[config.mk]
export PLATFORM = sky130hd
export DESIGN_NAME = sdf_arbiter
export DESIGN_NICKNAME = d
export VERILOG_FILES = /design/src/rtl/sdf_arbiter.sv
export SDC_FILE = /design/constraint.sdc
export NUM_CORES = 1
export LEC_CHECK = 0
export ABC_CLOCK_PERIOD_IN_PS = 3100
export CAP_MARGIN = 40
export CORE_AREA = 2 2 218 220
export CTS_CLUSTER_SIZE = 25
export DETAILED_ROUTE_END_ITERATION = 8
export DIE_AREA = 0 0 220 222
export DONT_BUFFER_PORTS = 1
export GPL_TIMING_DRIVEN = 0
export PLACE_DENSITY = 0.33
export SYNTH_ARGS = -nofsm -noshare
export SYNTH_HDL_FRONTEND = slang
export SYNTH_SLANG_ARGS = --single-unit
[constraint.sdc]
create_clock -name clk_in -period 3.1 [get_ports clk_in]
set_input_delay 0.62 -clock clk_in [delete_from_list [all_inputs] [get_ports clk_in]]
set_output_delay 0.62 -clock clk_in [all_outputs]
set_load 0.005 [all_outputs]
[src/rtl/sdf_arbiter.sv]
// sdf_arbiter: round-robin arbiter sharing one SDF evaluator among ray-march requesters,
// with a bounded wait that substitutes a max-distance miss on evaluator timeout.
module sdf_arbiter #(
    parameter int NUM_REQ = 4,
    parameter int BITS    = 32,
    parameter int TIMEOUT = 1024,
    localparam int IW = NUM_REQ > 1 ? $clog2(NUM_REQ) : 1,
    localparam int CW = TIMEOUT > 1 ? $clog2(TIMEOUT) : 1
) (
    input  logic                    clk_in,
    input  logic                    rst_in,
    input  logic [NUM_REQ-1:0]      req_valid,
    input  logic [NUM_REQ*BITS-1:0] req_x,
    input  logic [NUM_REQ*BITS-1:0] req_y,
    input  logic [NUM_REQ*BITS-1:0] req_z,
    output logic [NUM_REQ-1:0]      req_ready,
    output logic [NUM_REQ-1:0]      resp_valid,
    output logic [BITS-1:0]         resp_dist,
    output logic                    resp_timeout,
    output logic                    sdf_start,
    output logic [BITS-1:0]         sdf_x,
    output logic [BITS-1:0]         sdf_y,
    output logic [BITS-1:0]         sdf_z,
    input  logic                    sdf_done,
    input  logic [BITS-1:0]         sdf_out,
    output logic                    busy,
    output logic [IW-1:0]           grant_id
);
    typedef enum logic [1:0] {IDLE, ISSUE, WAIT, RESP} state_t;
    state_t state;
    logic [IW-1:0] rr_ptr;
    logic [IW-1:0] sel;
    logic [IW:0] cand;
    logic [CW-1:0] cnt;
    logic any_req;
    // Scan from the farthest offset inward so the nearest valid index after rr_ptr wins.
    always_comb begin
        sel = rr_ptr;
        cand = '0;
        for (int k = NUM_REQ - 1; k >= 0; k--) begin
            cand = {1'b0, rr_ptr} + (IW+1)'(k);
            cand = cand >= (IW+1)'(NUM_REQ) ? cand - (IW+1)'(NUM_REQ) : cand;
            sel = req_valid[cand[IW-1:0]] ? cand[IW-1:0] : sel;
        end
    end
    assign any_req = |req_valid;
    assign req_ready = (state == IDLE && any_req) ? NUM_REQ'(1) << sel : '0;
    assign busy = state != IDLE;
    always_ff @(posedge clk_in) begin
        if (rst_in) begin
            state <= IDLE;
            rr_ptr <= '0;
            grant_id <= '0;
            sdf_start <= 1'b0;
            resp_valid <= '0;
            resp_dist <= '0;
            resp_timeout <= 1'b0;
            sdf_x <= '0;
            sdf_y <= '0;
            sdf_z <= '0;
            cnt <= '0;
        end else begin
            sdf_start <= 1'b0;
            resp_valid <= '0;
            case (state)
                IDLE: if (any_req) begin
                    sdf_x <= req_x[sel*BITS +: BITS];
                    sdf_y <= req_y[sel*BITS +: BITS];
                    sdf_z <= req_z[sel*BITS +: BITS];
                    grant_id <= sel;
                    sdf_start <= 1'b1;
                    state <= ISSUE;
                end
                ISSUE: begin
                    cnt <= '0;
                    state <= WAIT;
                end
                // A completion on the final wait cycle still beats the timeout.
                WAIT: if (sdf_done || cnt == CW'(TIMEOUT - 1)) begin
                    resp_dist <= sdf_done ? sdf_out : {1'b0, {(BITS-1){1'b1}}};
                    resp_timeout <= !sdf_done;
                    resp_valid <= NUM_REQ'(1) << grant_id;
                    state <= RESP;
                end else begin
                    cnt <= cnt + CW'(1);
                end
                RESP: begin
                    rr_ptr <= grant_id == IW'(NUM_REQ - 1) ? '0 : grant_id + IW'(1);
                    state <= IDLE;
                end
                default: state <= IDLE;
            endcase
        end
    end
endmodule

==> qor.yml <==
sta:
  fin_ws_ns: 0.251
  fmax_ghz: 0.351
  rsz0062_at_grt: "false"
  relSlewSlack_pct: 54.1
  worst_pin_slew_ns: 0.682
  drv_slew: 0
  tns_ns: 0
  skew_ns: 0.00927
  setup_viol: 0
  fin_crit_sh_pct: 91.9
  period_minus_slack_ns: 2.85
  holdWs_ns: 0.237
  hold_viol: 0
floorplanning:
  floorplan.initialDensity_pct: 16.4
  die-area_um2: 48800
  die_x_um: 220
  rows: 79
  die_h_um: 222
  core_area_um2: 46300
  io-pin-count: 564
critical_path:
  path_cells: "nor3_1 > nor4_2 > nor2_1 > clkbuf_1 > nor2_1"
  critPathLaunchType: "register"
  cp.arrival_ns: 2.23
  critPathBufInv: 1
  path_class: "reg -> out"
  worstPathMaxFanout: 10
  cpPeakStageDelay_ns: 0.48
  setup.worst_path.end_class: "output pin"
  cp_slowest_cell: "clkbuf_1"
  cpMostUsedCell: "nor2_1"
  cpLargestDelayFamily: "simple AND/OR/NAND/NOR gates"
  critPathRequiredTime_ns: 2.48
yosys:
  syn-cell-area_um2: 7580
  yosysMostFrequentCell: "dfxtp_1"
  syn_avg_cell_area_um2: 9.11
  synth_compound_area_share_pct: 25.1
  synth_edf_count: 0
  ys_ff_latch: 150
  synth-adder-area-share_pct: 0.990
  synth_fp_nets: 1261
  synth_largest_area_cell: "dfxtp_1"
  synth-async-reset-ratio_pct: 0
  synth_ff_type: "dfxtp_1"
  synth_common_cells: "dfxtp_1, nand3_1, mux2i_1"
  seq_area_frac_synth_pct: 39.6
  synth_mux_area_share_pct: 13.1
  ys_warn_count: 0
  synth_top_family_by_area: "compound AO/OA/AOI/OAI gates"
  synthDistinctLibCells: 40
  synth-xor-area-share_pct: 0.693
  synth_cells: 832
  synth.top_cell.area_share_pct: 39.6
  synth_area_leaders: "dfxtp_1, mux2i_1, a32oi_1"
  yosys.area_share.simple_pct: 14.7
placement:
  gp_congestion: 0.799
  dp.final_hpwl_mm: 31.7
  io_buffers: 0
  post_dp_cell_area_um2: 8360
  dp.cells: 1441
  place_ws_ns: -0.166
drt:
  antenna_left: 0
  first_pass_iters: 5
  drt_drc_violations_left: 0
  wirelength_mm: 39.8
  drtIter0Drc: 414
  viasPerCell: 4.95
  detail_route.wl_per_cell_um: 27.0
  vias: 7305
final_layout:
  area_growth_pct: 17.7
  utilization_pct: 19.3
  nets: 1281
  drive_above_1_share_pct: 8.44
  design_area_um2: 8920
  instances_no_fill: 1475
pwr:
  leakage_nw: 2.72
  pwr-share-comb_pct: 26.9
  pwr-share-clk_pct: 29.0
  pwr-share-seq_pct: 44.1
  ir_worst_vdd_v: 0.000360
  p_sw_mw: 2.83
  switching_share_pct: 40.1
  internal_power_mw: 4.22
  p_per_area_nw_per_um2: 790
  total_power_mw: 7.05
status:
  status: "finished clean"
clock_network:
  cts-buffers-inserted: 17
  clockRootBuffer: "clkbuf_16"
  holdBufCountCts: 0
  htreeDepth: 4
  cts_sinks: 150
  clock_latency_ns: 0.47
  clk_pin_slew_ns: 0.07
  clockBufferDepth: 2
  cts_tree: "yes"
grt:
  grt_max_degree: 20
  antenna_found_initial: 4
  grt_pass1_vias: 7333
  grt_overflow: 0
  grt_pass1_wl_mm: 53.6
  grt.met2_usage_pct: 27.1
  grt_use_met1_pct: 17.3
  use_met3_pct: 4.87
  grt.busiest_layer: "met2"
  grt_usage_pct: 15.6
hold_path:
  min_path_type: "in -> reg"
job:
  drv_cap: 0
## routing by layer
metal	wire length [um]	vias up
met3	3490	39
met2	20000	437
met1	15300	3515
li1	-	3314
met5	0	-
met4	991	0
## sequential cells by signal, indices dropped and copies added (netlist names)
| name | count |
|---|---|
| state | 2 |
| rr_ptr | 2 |
| sdf_y | 32 |
| sdf_z | 32 |
| sdf_start | 1 |
| resp_dist | 32 |
| cnt | 10 |
| sdf_x | 32 |
| grant_id | 2 |
| resp_valid | 4 |
| resp_timeout | 1 |
## cell type report
type	instances	area (um^2)
Clock inverter	13	115
Tap cell	607	759
Clock buffer	19	433
Multi-Input combinational cell	590	4140
Inverter	3	11.3
Sequential cell	150	3000
Timing Repair Buffer	2	18.8
Antenna cell	3	7.51
Buffer	88	434
Fill cell	5204	37300
## cell usage in the layout, fill, tap and decap left out, drive strengths merged, types with 2 or more instances in the layout
cell type,netlist,layout
o21ai,4,4
nand2b,3,3
diode,0,3
nor4,3,3
ha,6,6
o2111ai,2,2
nor4b,2,2
and2,3,3
nor2,56,56
nand2,13,13
nor2b,5,5
mux2i,99,99
a32oi,97,97
nand3,100,100
dfxtp,150,150
nor3,37,37
a21oi,39,39
and3,4,4
inv,3,10
clkbuf,49,68
o211ai,97,97
buf,40,41
xor2,6,6
clkinvlp,0,5
## power by group through the flow
stage                     clock network [mW]  logic, mW  registers [mW]
after global placement                     0       1.93            3.19
after floorplan                            0       1.32            2.88
after global routing                    2.19       2.11            3.17
after detailed placement                   0       1.94            3.17
final                                   2.05       1.90            3.11
after CTS                               2.15       1.94            3.13
## cells by family after synthesis
kind of cell | count (synthesis)
AND/OR/NAND/NOR | 230
flip-flops | 150
AO/OA/AOI/OAI | 249
XOR/XNOR | 6
multiplexers | 99
adder cells (fa/ha/maj) | 6
buffers and inverters | 92
## what timing repair did
action / CTS / global route
setup buffers: 0 / 0
setup endpoints to repair: 3 / 1
hold endpoints to repair: 0 / 0
gates resized for setup: 3 / 1
## worst paths after layout
kind | startpoint | endpoint | slack [ns] | cells after the start
min | sdf_done | resp_timeout | 0.24 | 1
min reg2reg | cnt[0] | cnt[0] | 0.50 | 2
max | rr_ptr[1] | req_ready[3] | 0.25 | 5
max reg2reg | state[0] | sdf_z[26] | 0.38 | 8
Note: power is estimated with default switching activity, not from simulation.
